--- src/rtl/vga_timing_pkg.sv ---
// rtl/vga_timing_pkg.sv - VGA timing totals helpers and standard mode presets
package vga_timing_pkg;

    typedef struct packed {
        int   pixel_mhz;
        int   h_active;
        int   h_front;
        int   h_sync;
        int   h_back;
        int   v_active;
        int   v_front;
        int   v_sync;
        int   v_back;
        logic h_sync_pol;
        logic v_sync_pol;
    } vga_mode_t;

    function automatic int h_total(input int active, input int front, input int sync, input int back);
        return active + front + sync + back;
    endfunction

    function automatic int v_total(input int active, input int front, input int sync, input int back);
        return active + front + sync + back;
    endfunction

    localparam vga_mode_t VGA_640x480_60 = '{
        pixel_mhz: 25,
        h_active: 640, h_front: 16, h_sync: 96,  h_back: 48,
        v_active: 480, v_front: 10, v_sync: 2,   v_back: 33,
        h_sync_pol: 1'b0, v_sync_pol: 1'b0
    };

    localparam vga_mode_t SVGA_800x600_72 = '{
        pixel_mhz: 50,
        h_active: 800, h_front: 56, h_sync: 120, h_back: 64,
        v_active: 600, v_front: 37, v_sync: 6,   v_back: 23,
        h_sync_pol: 1'b1, v_sync_pol: 1'b1
    };

endpackage

--- src/rtl/pixel_clk_en_gen.sv ---
// rtl/pixel_clk_en_gen.sv - divide-by-div clock enable strobe plus ~50% duty divided clock
module pixel_clk_en_gen #(
    parameter int div = 2
) (
    input  logic clk,
    input  logic rst,
    input  logic en,
    output logic pixel_en,
    output logic pixel_clk
);

    localparam int W = (div > 1) ? $clog2(div) : 1;
    localparam logic [W-1:0] LAST = W'(div - 1);
    localparam logic [W-1:0] HALF = W'(div / 2);

    logic [W-1:0] div_cnt;
    logic [W-1:0] div_nxt;

    always_comb begin
        div_nxt = div_cnt;
        if (en) begin
            div_nxt = (div_cnt == LAST) ? '0 : div_cnt + W'(1);
        end
    end

    assign pixel_en = en && (div_cnt == LAST);

    // pixel_clk follows the next count so it lines up with the divider phase
    always_ff @(posedge clk) begin
        if (rst) begin
            div_cnt   <= '0;
            pixel_clk <= (div > 1);
        end else begin
            div_cnt   <= div_nxt;
            pixel_clk <= (div_nxt < HALF);
        end
    end

endmodule

--- src/rtl/vga_timing_gen.sv ---
// rtl/vga_timing_gen.sv - parametrised VGA raster timing: x/y, syncs, blanking, line/frame pulses
module vga_timing_gen
    import vga_timing_pkg::*;
#(
    parameter int   clk_mhz    = 50,
    parameter int   pixel_mhz  = 25,
    parameter int   h_active   = 640,
    parameter int   h_front    = 16,
    parameter int   h_sync     = 96,
    parameter int   h_back     = 48,
    parameter int   v_active   = 480,
    parameter int   v_front    = 10,
    parameter int   v_sync     = 2,
    parameter int   v_back     = 33,
    parameter logic h_sync_pol = 1'b0,
    parameter logic v_sync_pol = 1'b0,
    parameter int   w_frame    = 8,
    parameter int   w_x        = $clog2(h_total(h_active, h_front, h_sync, h_back)),
    parameter int   w_y        = $clog2(v_total(v_active, v_front, v_sync, v_back))
) (
    input  logic               clk,
    input  logic               rst,
    input  logic               en,
    output logic               pixel_en,
    output logic               pixel_clk,
    output logic               hsync,
    output logic               vsync,
    output logic               display_on,
    output logic [w_x-1:0]     x,
    output logic [w_y-1:0]     y,
    output logic               line_start,
    output logic               frame_start,
    output logic [w_frame-1:0] frame_cnt
);

    localparam int DIV     = (pixel_mhz > 0) ? clk_mhz / pixel_mhz : 0;
    localparam int H_TOTAL = h_total(h_active, h_front, h_sync, h_back);
    localparam int V_TOTAL = v_total(v_active, v_front, v_sync, v_back);
    localparam logic [w_x-1:0] H_LAST = w_x'(H_TOTAL - 1);
    localparam logic [w_y-1:0] V_LAST = w_y'(V_TOTAL - 1);

    if (pixel_mhz < 1 || DIV < 1 || (clk_mhz % pixel_mhz) != 0) begin : g_bad_div
        $error("vga_timing_gen: clk_mhz must be an integer multiple of pixel_mhz");
    end

    logic [w_x-1:0] hpos, hpos_nxt;
    logic [w_y-1:0] vpos, vpos_nxt;
    logic           wrap_to_origin;

    pixel_clk_en_gen #(.div(DIV)) u_pixel_clk_en_gen (
        .clk       (clk),
        .rst       (rst),
        .en        (en),
        .pixel_en  (pixel_en),
        .pixel_clk (pixel_clk)
    );

    always_comb begin
        hpos_nxt = hpos;
        vpos_nxt = vpos;
        if (pixel_en) begin
            if (hpos == H_LAST) begin
                hpos_nxt = '0;
                vpos_nxt = (vpos == V_LAST) ? '0 : vpos + w_y'(1);
            end else begin
                hpos_nxt = hpos + w_x'(1);
            end
        end
    end

    assign wrap_to_origin = pixel_en && (hpos_nxt == '0) && (vpos_nxt == '0);

    // Outputs are derived from the next counters so x/y and syncs switch together
    always_ff @(posedge clk) begin
        if (rst) begin
            hpos        <= H_LAST;
            vpos        <= V_LAST;
            frame_cnt   <= '0;
            display_on  <= 1'b0;
            hsync       <= ~h_sync_pol;
            vsync       <= ~v_sync_pol;
            line_start  <= 1'b0;
            frame_start <= 1'b0;
        end else begin
            hpos        <= hpos_nxt;
            vpos        <= vpos_nxt;
            display_on  <= (int'(hpos_nxt) < h_active) && (int'(vpos_nxt) < v_active);
            hsync       <= ((int'(hpos_nxt) >= h_active + h_front) &&
                            (int'(hpos_nxt) <  h_active + h_front + h_sync)) ? h_sync_pol : ~h_sync_pol;
            vsync       <= ((int'(vpos_nxt) >= v_active + v_front) &&
                            (int'(vpos_nxt) <  v_active + v_front + v_sync)) ? v_sync_pol : ~v_sync_pol;
            line_start  <= pixel_en && (hpos_nxt == '0);
            frame_start <= wrap_to_origin;
            if (wrap_to_origin) begin
                frame_cnt <= frame_cnt + w_frame'(1);
            end
        end
    end

    assign x = hpos;
    assign y = vpos;

endmodule

--- config.mk ---
export PLATFORM = sky130hd
export DESIGN_NAME = vga_timing_gen
export DESIGN_NICKNAME = d
export VERILOG_FILES = /design/src/rtl/vga_timing_pkg.sv /design/src/rtl/pixel_clk_en_gen.sv /design/src/rtl/vga_timing_gen.sv
export SDC_FILE = /design/constraint.sdc
export NUM_CORES = 1
export LEC_CHECK = 0
export CAP_MARGIN = 20
export CORE_ASPECT_RATIO = 2
export CORE_MARGIN = 3
export CORE_UTILIZATION = 40
export DETAILED_ROUTE_END_ITERATION = 8
export GPL_TIMING_DRIVEN = 0
export MAX_ROUTING_LAYER = met4
export PLACE_DENSITY = 0.67
export RECOVER_POWER = 25
export REMOVE_ABC_BUFFERS = 1
export SYNTH_ARGS = -nofsm -noshare
export SYNTH_HDL_FRONTEND = slang
export SYNTH_SLANG_ARGS = --single-unit
--- constraint.sdc ---
create_clock -name clk -period 4.3 [get_ports clk]
set_input_delay 0.86 -clock clk [delete_from_list [all_inputs] [get_ports clk]]
set_output_delay 0.86 -clock clk [all_outputs]
set_load 0.01 [all_outputs]
==> reports/metrics.cfg, run 1 <==
[timing]
clock.fmax_mhz = 243.6
tightest_slew_ns = 1.129
hold_violations = 0
finalMaxSlewViolations = 0
slew_headroom_pct = 24.71
clock_skew_ns = 0.005601
rsz0062_at_grt = no
post-route-period-util_pct = 95.46
setup_violations = 0
whs_ns = 0.5103
timing.final.crit_period_ns = 4.105

[routing]
antenna_left = 0
dr_total_vias = 1889
route.detailed.wl_per_inst_um = 14.31
drt_iter0_markers = 59
route.detailed.drc = 0
via_per_inst = 5.673
drtPass1Iterations = 4
routed_wl_mm = 4.764

[power]
p_int_uw = 626.4
powerDensity_nw_per_um2 = 332.2
seqPwrFrac_pct = 42.1
peakVddDrop_mv = 0.2594
swShare_pct = 25.58
power_uw = 841.7
p_leak_uw = 0.0008988
p_switching_uw = 215.3
combPwrFrac_pct = 15.8
clkPwrFrac_pct = 42.1

[logic_synthesis]
yosys.cell_count.top_type = dfxtp_1
yosys_warnings = 0
postSynthAreaPerCell_um2 = 8.176
synth_ff_type = dfxtp_1
yosys_register_bits = 35
yosys.area.top_type = dfxtp_1
syn_inst = 245
synth.distinct_cells = 46
synth_common_cells = dfxtp_1 (35), nor2_1 (33), nand3_1 (13), nand4_1 (13), nor3_1 (13)
synth_area_leaders = dfxtp_1 (35%), nor2_1 (6.2%), nand4_1 (4.1%)
syn_area_um2 = 2003
synth_edf_count = 0
ys_seq_area_share_pct = 34.98
synthArstFlopShare_pct = 0
synth_top_area_share_pct = 34.98

[setup_path]
ff2ff_setup_slack_ns = 0.87
cp_common_cell = or4_1
max_stage_delay_ns = 0.70
path_delay_family = simple AND/OR/NAND/NOR gates
critPathCaptureType = register
setup.worst_path.class = in -> reg
path_buf_inv = 2
path_cells = clkdlybuf4s50_1 > ha_1 > inv_1 > or4_1 > nor4_2 > o311ai_1 > or4_1 > nor4_1 > mux2_2
crit_required_ns = 4.48
arrival_ns = 4.28
slowest_stage = or4_1
crit_path_start_kind = primary input
crit_path_max_fanout = 10

[final_layout]
final_nets = 285
fillers = 447
final_cell_count_no_fill = 333
drive_above_1_share_pct = 10.07
antenna_cells = 0
syn2layout_area_growth_pct = 26.48

[clocking]
ctsHtreeMaxLevel = 2
cts-root-buf = clkbuf_8
cts_tree = done
clock-sinks = 35
clock_path_buffers = 2
postCtsResizedCells = 0
clock_latency_ns = 0.29
cts_buffers = 5
clk_pin_slew_ns = 0.07

[die]
start_util_pct = 42.35
die_y_um = 106.1
die_x_um = 56.04
core_um2 = 4730
fp-row-count = 35
dieArea_um2 = 5945
ios = 38

[status]
status = complete, no violations

[placed_design]
place.gp.congestion = 0.8449
dp_hpwl_mm = 3.495
io_buffers = 37
placed_cells = 322

[grt]
globalRouteOverflowTotal = 0
grt_pass1_vias = 1766
grt_antenna_before_repair = 0
grt_pass1_wl_mm = 7.914
grt_max_degree = 31
grt.total_usage_pct = 16.85

[worst_hold_path]
min_path_type = reg -> reg

[run]
drv_cap = 0

-- stage by stage --
stage	setup WS [ns]	TNS (ns)	cell area (µm²)	utilization (%)
finish	0.1952	0	2534	53.57
global placement	-0.2966	-1.481	2375	50.21
floorplan	0.6220	0	1936	-
detailed placement	-0.2747	-1.514	2402	50.79
CTS	0.02098	0	2535	53.60
global route	0.03157	0	2534	53.57
-- worst paths after layout --
path	from	to	cells after the start
worst max-delay path	en	frame_cnt[7]$_SDFFE_PP0P_	9
worst min-delay path	frame_cnt[1]$_SDFFE_PP0P_	frame_cnt[1]$_SDFFE_PP0P_	2
worst max register to register	x[0]$_SDFF_PP1_	frame_cnt[7]$_SDFFE_PP0P_	8
worst min register to register	frame_cnt[1]$_SDFFE_PP0P_	frame_cnt[1]$_SDFFE_PP0P_	2
-- layout make-up --
| cell class | instances | area [µm²] | share of cell area (%) |
|---|---|---|---|
| Inverter | 10 | 37.54 | 1.481 |
| Sequential cell | 35 | 700.7 | 27.65 |
| Clock inverter | 2 | 60.06 | 2.370 |
| Clock buffer | 6 | 72.57 | 2.864 |
| Timing Repair Buffer | 41 | 396.6 | 15.65 |
| Multi-Input combinational cell | 184 | 1197 | 47.26 |
| Tap cell | 55 | 68.82 | 2.716 |
-- flip-flops by register name, indices dropped and copies added, names as in the netlist --
name and cells:
x 10, y 10, frame_cnt 8, display_on 1, frame_start 1, hsync 1, line_start 1, u_pixel_clk_en_gen.div_cnt 1
u_pixel_clk_en_gen.pixel_clk 1, vsync 1
-- routing by layer --
metal / wire (µm) / up-vias / part of all wire, % / global-route usage, %
li1: - / 946 / - / -
met4: 116 / 0 / 2.4 / 8.829
met3: 159 / 9 / 3.3 / 2.916
met2: 2542 / 41 / 53 / 29.40
met1: 1945 / 893 / 41 / 17.77
met5: 0 / - / 0 / -
-- repair_timing --
item	4_1_cts	5_1_grt
setup endpoints to repair	0	8
buffers inserted	0	3
hold buffers	0	0
-- cells by family (layout without fill, tap and decap cells) --
logic type	count (synthesis)	after routing	share of synthesized area [%]
and+or+nand+nor	123	123	34.48
AOI/OAI and AO/OA	35	35	12.18
xor gates and xnor gates	14	14	6.121
muxes	7	7	3.872
DFF	35	35	34.98
adders and majority gates	5	5	3.123
buffers and inverters	26	59	5.247
-- cell usage in the layout (no fill, tap or decap), drive strengths merged, types with 2 or more instances in the layout --
cell type      instances
a21o                   2
a21oi                  6
a31o                   3
and4                   2
buf                    3
bufinv                 2
clkbuf                 7
clkdlybuf4s50         24
dfxtp                 35
dlygate4sd3           13
ha                     5
inv                   10
mux2                   6
nand2                 11
nand2b                 4
nand3                 13
nand4                 14
nor2                  33
nor2b                  7
nor3                  13
nor4                  11
o21ai                  7
o21bai                 2
o311ai                 3
o31ai                  3
or2                    5
or4                    4
xnor2                  9
xor2                   5
-- power groups by stage --
stage / Clock [µW] / Combinational, µW / Sequential (µW)
floorplan: 0 / 81.3 / 362
global placement: 0 / 128 / 362
detailed placement: 0 / 132 / 362
CTS: 366 / 133 / 354
global route: 376 / 146 / 357
finish: 355 / 133 / 354
-- worst register-to-register path: cells and delay by family, from the launching register on --
| family | cells | cell delay, ns |
|---|---|---|
| simple gates | 5 | 1.99 |
| flops | 1 | 0.45 |
| fa+ha+maj | 1 | 0.38 |
| mux | 1 | 0.37 |
| compound gates | 1 | 0.14 |
Note: power is estimated with default switching activity, not from simulation.
==> inputs of run 2 (changes only) <==
--- a/config.mk
+++ b/config.mk
@@ -7,11 +7,9 @@
 export LEC_CHECK = 0
 export CAP_MARGIN = 20
 export CORE_ASPECT_RATIO = 2
-export CORE_MARGIN = 3
 export CORE_UTILIZATION = 40
 export DETAILED_ROUTE_END_ITERATION = 8
 export GPL_TIMING_DRIVEN = 0
-export MAX_ROUTING_LAYER = met4
 export PLACE_DENSITY = 0.67
 export RECOVER_POWER = 25
 export REMOVE_ABC_BUFFERS = 1
==> reports/metrics.cfg, run 2 (synthesis results as in run 1) <==
[timing]
hold_violations = 0
slew_headroom_pct = 31.56
tightest_slew_ns = 1.027
setup_violations = 0
clock_skew_ns = 0.007421
rsz0062_at_grt = no
timing.final.crit_period_ns = 4.013
whs_ns = 0.5187
finalMaxSlewViolations = 0
clock.fmax_mhz = 249.2
post-route-period-util_pct = 93.32

[final_layout]
syn2layout_area_growth_pct = 25.36
antenna_cells = 0
final_nets = 286
layout_commonest_cell = dfxtp_1
most-common-layout-cells = dfxtp_1 (35), nor2_1 (33), clkdlybuf4s50_1 (27)
design_area_um2 = 2511
final_cell_count_no_fill = 336
drive_above_1_share_pct = 10.75

[routing]
antenna_left = 0
via_per_inst = 5.690
route.detailed.drc = 0
route.detailed.wl_per_inst_um = 14.56
routed_wl_mm = 4.891
drtPass1Iterations = 4
dr_total_vias = 1912
drt_iter0_markers = 47

[clocking]
clock_latency_ns = 0.29
cts-root-buf = clkbuf_8
cts_hold_buf = 0
clock-sinks = 35
clk_pin_slew_ns = 0.08
cts_buffers = 5
clock_path_buffers = 2
ctsHtreeMaxLevel = 2
cts_tree = done

[die]
die_x_um = 52.04
die_y_um = 102.1
start_util_pct = 41.56
ios = 38
fp-row-count = 36
dieArea_um2 = 5312
core_um2 = 4820

[placed_design]
placed_area_um2 = 2405
place.gp.congestion = 0.8362
placed_cells = 324
dp_hpwl_mm = 3.623
io_buffers = 37

[power]
peakVddDrop_mv = 0.2917
p_leak_uw = 0.0008815
powerDensity_nw_per_um2 = 312.8
power_uw = 785.6

[setup_path]
path_buf_inv = 2
critPathCaptureType = register
max_stage_delay_ns = 0.69
crit_path_max_fanout = 10
cp_common_cell = or4_1
arrival_ns = 4.20
path_cells = clkdlybuf4s50_1 > ha_2 > inv_1 > or4_1 > nor4_2 > o311ai_1 > or4_1 > nor4_1 > mux2_2
crit_required_ns = 4.49
slowest_stage = or4_1
setup.worst_path.class = in -> reg
path_delay_family = simple AND/OR/NAND/NOR gates
crit_path_start_kind = primary input

[run]
drv_cap = 0

[grt]
grt_antenna_before_repair = 0
grt_pass1_vias = 1732
globalRouteOverflowTotal = 0
grt_pass1_wl_mm = 8.004
grt.total_usage_pct = 20.25
grt_max_degree = 28

[worst_hold_path]
min_path_type = reg -> reg

[status]
status = complete, no violations

[run 2: cell types whose count changed in the layout (fill, tap and decap cells not counted), sizes merged]
cell,delta
buf,+1
dlygate4sd3,-3
bufinv,-1
clkinv,+2
clkbuf,-1
clkdlybuf4s50,+3
[run 2: final timing paths]
kind         slack [ns]                         to                 startpoint  cells past startpoint
max                0.29  frame_cnt[6]$_SDFFE_PP0P_                         en                      9
min                0.52  frame_cnt[1]$_SDFFE_PP0P_  frame_cnt[1]$_SDFFE_PP0P_                      2
max reg2reg        0.69  frame_cnt[6]$_SDFFE_PP0P_            x[0]$_SDFF_PP1_                      8
min reg2reg        0.52  frame_cnt[1]$_SDFFE_PP0P_  frame_cnt[1]$_SDFFE_PP0P_                      2
[run 2: area by class of cell]
| class | count | area (µm²) |
|---|---|---|
| clock buffers | 5 | 68.82 |
| clock inverters | 3 | 43.79 |
| fillers | 470 | 2308 |
| inverters | 10 | 37.54 |
| multi-input cells | 184 | 1185 |
| flip-flops and latches | 35 | 700.7 |
| well taps | 57 | 71.32 |
| repair buffers | 42 | 404.1 |
[run 2: metrics by stage]
| step | utilization (%) | worst slack (ns) | setup TNS, ns |
|---|---|---|---|
| floorplan | - | 0.6220 | 0 |
| global route | 52.10 | 0.06945 | 0 |
| global placement | 49.33 | -0.3763 | -2.040 |
| finish | 52.10 | 0.2874 | 0 |
| detailed placement | 49.90 | -0.3722 | -2.235 |
| CTS | 52.86 | 0.1332 | 0 |
[run 2: repair_timing]
| action | in CTS | in global routing |
|---|---|---|
| resized for setup | 0 | 1 |
| buffers inserted | 4 | 0 |
| endpoints found under the setup margin | 3 | 2 |
| pin swaps | 1 | 0 |
| endpoints found under the hold margin | 0 | 0 |
[run 2: report_power, final]
group | internal (µW) | total [µW] | leakage (µW) | switching [µW]
Clock | 173 | 299 | 0.0000581 | 126
Sequential | 334 | 354 | 0.000284 | 19.2
Combinational | 59.1 | 133 | 0.000539 | 74.0
[run 2: layer usage]
metal | wire [µm] | GRT usage, %
met4 | 126 | 11.23
met1 | 1903 | 20.91
met3 | 170 | 3.869
met5 | 0 | 0
met2 | 2691 | 36.59
[run 2: tightest hold or removal path, delay by kind of cell (launching register included)]
family	cells	cell delay [ns]
DFF	1	0.34
and+or+nand+nor	1	0.07
AOI/OAI and AO/OA	1	0.06
==> inputs of run 3 (changes only) <==
--- a/config.mk
+++ b/config.mk
@@ -7,6 +7,7 @@
 export LEC_CHECK = 0
 export CAP_MARGIN = 20
 export CORE_ASPECT_RATIO = 2
+export CORE_MARGIN = 2
 export CORE_UTILIZATION = 40
 export DETAILED_ROUTE_END_ITERATION = 8
 export GPL_TIMING_DRIVEN = 0
==> reports/metrics.cfg, run 3 (synthesis results as in run 1) <==
[final_layout]
layout_commonest_cell = dfxtp_1
regArea_um2 = 700.7
design_area_um2 = 2539
multi_input_area_um2 = 1200
final_cell_count_no_fill = 335
final_nets = 285
fillers = 473
drive_above_1_share_pct = 10.43
syn2layout_area_growth_pct = 26.73
most-common-layout-cells = dfxtp_1 (35), nor2_1 (33), clkdlybuf4s50_1 (26)
antenna_cells = 0

[timing]
tightest_slew_ns = 1.060
timing.final.crit_period_ns = 3.977
slew_headroom_pct = 29.30
clock.fmax_mhz = 251.4
post-route-period-util_pct = 92.49
fin_setup_tns_ns = 0
clock_skew_ns = 0.004914
rsz0062_at_grt = no
setup_violations = 0
hold_violations = 0
finalMaxSlewViolations = 0

[setup_path]
critPathCaptureType = register
slowest_stage = or4_1
max_stage_delay_ns = 0.68
crit_required_ns = 4.48
timing.rr.start = x[1]$_SDFF_PP1_
worstReg2RegEnd = frame_cnt[6]$_SDFFE_PP0P_
crit_path_max_fanout = 10
setup.worst_path.class = in -> reg
ff2ff_setup_slack_ns = 0.86
crit_path_start_kind = primary input
path_buf_inv = 2
cp_common_cell = or4_1
rr_worst_depth = 8
path_delay_family = simple AND/OR/NAND/NOR gates
path_cells = clkdlybuf4s50_1 > ha_2 > inv_1 > or4_1 > nor4_2 > o311ai_1 > or4_1 > nor4_1 > mux2_2
arrival_ns = 4.16

[grt]
grt_max_degree = 27
grt_pass1_wl_mm = 8.245
grt.total_usage_pct = 19.06
grt_pass1_vias = 1799
grt_antenna_before_repair = 0
globalRouteOverflowTotal = 0

[worst_hold_path]
min_path_cells = 2
min_path_type = reg -> reg
holdPathEnd = frame_cnt[1]$_SDFFE_PP0P_
min_from = frame_cnt[1]$_SDFFE_PP0P_

[clocking]
ctsHtreeMaxLevel = 2
clock_path_buffers = 2
cts_buffers = 5
cts-root-buf = clkbuf_8
cts_hold_buf = 0
clock_latency_ns = 0.29
clk_pin_slew_ns = 0.07
clock-sinks = 35
cts_tree = done

[run]
drv_cap = 0

[die]
fp-row-count = 36
die_x_um = 54.04
start_util_pct = 41.18
ios = 38
core_um2 = 4865
dieArea_um2 = 5624
die_y_um = 104.1

[routing]
dr_total_vias = 1899
drt_iter0_markers = 27
via_per_inst = 5.669
antenna_left = 0
routed_wl_mm = 4.778
route.detailed.drc = 0
drtPass1Iterations = 4
route.detailed.wl_per_inst_um = 14.26

[placed_design]
placed_area_um2 = 2405
io_buffers = 37
placed_cells = 324
place.gp.congestion = 0.8543
dp_hpwl_mm = 3.564

[power]
powerDensity_nw_per_um2 = 330.6
p_leak_uw = 0.0008897
peakVddDrop_mv = 0.2521
power_uw = 839.2

[status]
status = complete, no violations

run 3: cell types whose count changed in the layout (fill, tap and decap cells not counted), sizes merged:
cell | previous run | this run
dlygate4sd3 | 10 | 11
clkdlybuf4s50 | 27 | 26
bufinv | 1 | 2
buf | 4 | 3
clkinv | 2 | 0
clkbuf | 6 | 7
run 3: how the worst max path moves through the flow:
stage / endpoint / cells past startpoint / slack, ns / start
final: frame_cnt[6]$_SDFFE_PP0P_ / 9 / 0.32 / en
after global routing: frame_cnt[6]$_SDFFE_PP0P_ / 9 / 0.1 / en
after CTS: frame_cnt[6]$_SDFFE_PP0P_ / 9 / 0.01 / en
after detailed placement: frame_cnt[6]$_SDFFE_PP0P_ / 9 / -0.30 / en
after global placement: frame_cnt[6]$_SDFFE_PP0P_ / 9 / -0.33 / en
after floorplan: frame_cnt[6]$_SDFFE_PP0P_ / 8 / 0.62 / en
run 3: repair_timing:
| action | 4_1_cts | 5_1_grt |
|---|---|---|
| setup endpoints to repair | 1 | 7 |
| cloned | 0 | 0 |
| setup buffers | 0 | 3 |
| pin swaps | 1 | 1 |
| resized for setup | 0 | 1 |
run 3: report_power, final:
part,leakage (µW),internal (µW),switching (µW),total (µW)
clock,0.0000654,232,119,351
combinational,0.000540,60.6,72.8,133
sequential,0.000284,334,20.3,355
total,0.000890,627,212,839
run 3: cell type report:
| cell class | count | share of cell area, % |
|---|---|---|
| clock buffers | 6 | 2.859 |
| clock inverters | 2 | 2.366 |
| inverters | 10 | 1.479 |
| multi-input cells | 184 | 47.26 |
| flip-flops and latches | 35 | 27.60 |
| well taps | 57 | 2.809 |
| repair buffers | 41 | 15.62 |
run 3: layer usage:
layer  global-route usage (%)  wire length, µm
met1                    21.35             1955
met2                    33.19             2582
met3                    2.874              141
met4                    8.750               99
met5                        0                0
run 3: per-stage QoR:
step	util, %	hold WS, ns	setup WS, ns
finish	52.19	0.5096	0.3228
global route	52.19	0.5598	0.09900
CTS	52.16	0.5184	0.01490
detailed placement	49.43	0.5076	-0.3033
global placement	48.87	0.4999	-0.3306
floorplan	-	0.5086	0.6220
run 3: worst min-delay path, stage by stage, from the launching register on:
cell and delay (ns):
dfxtp_1 0.34, nand2b_1 0.07, o21ai_0 0.06
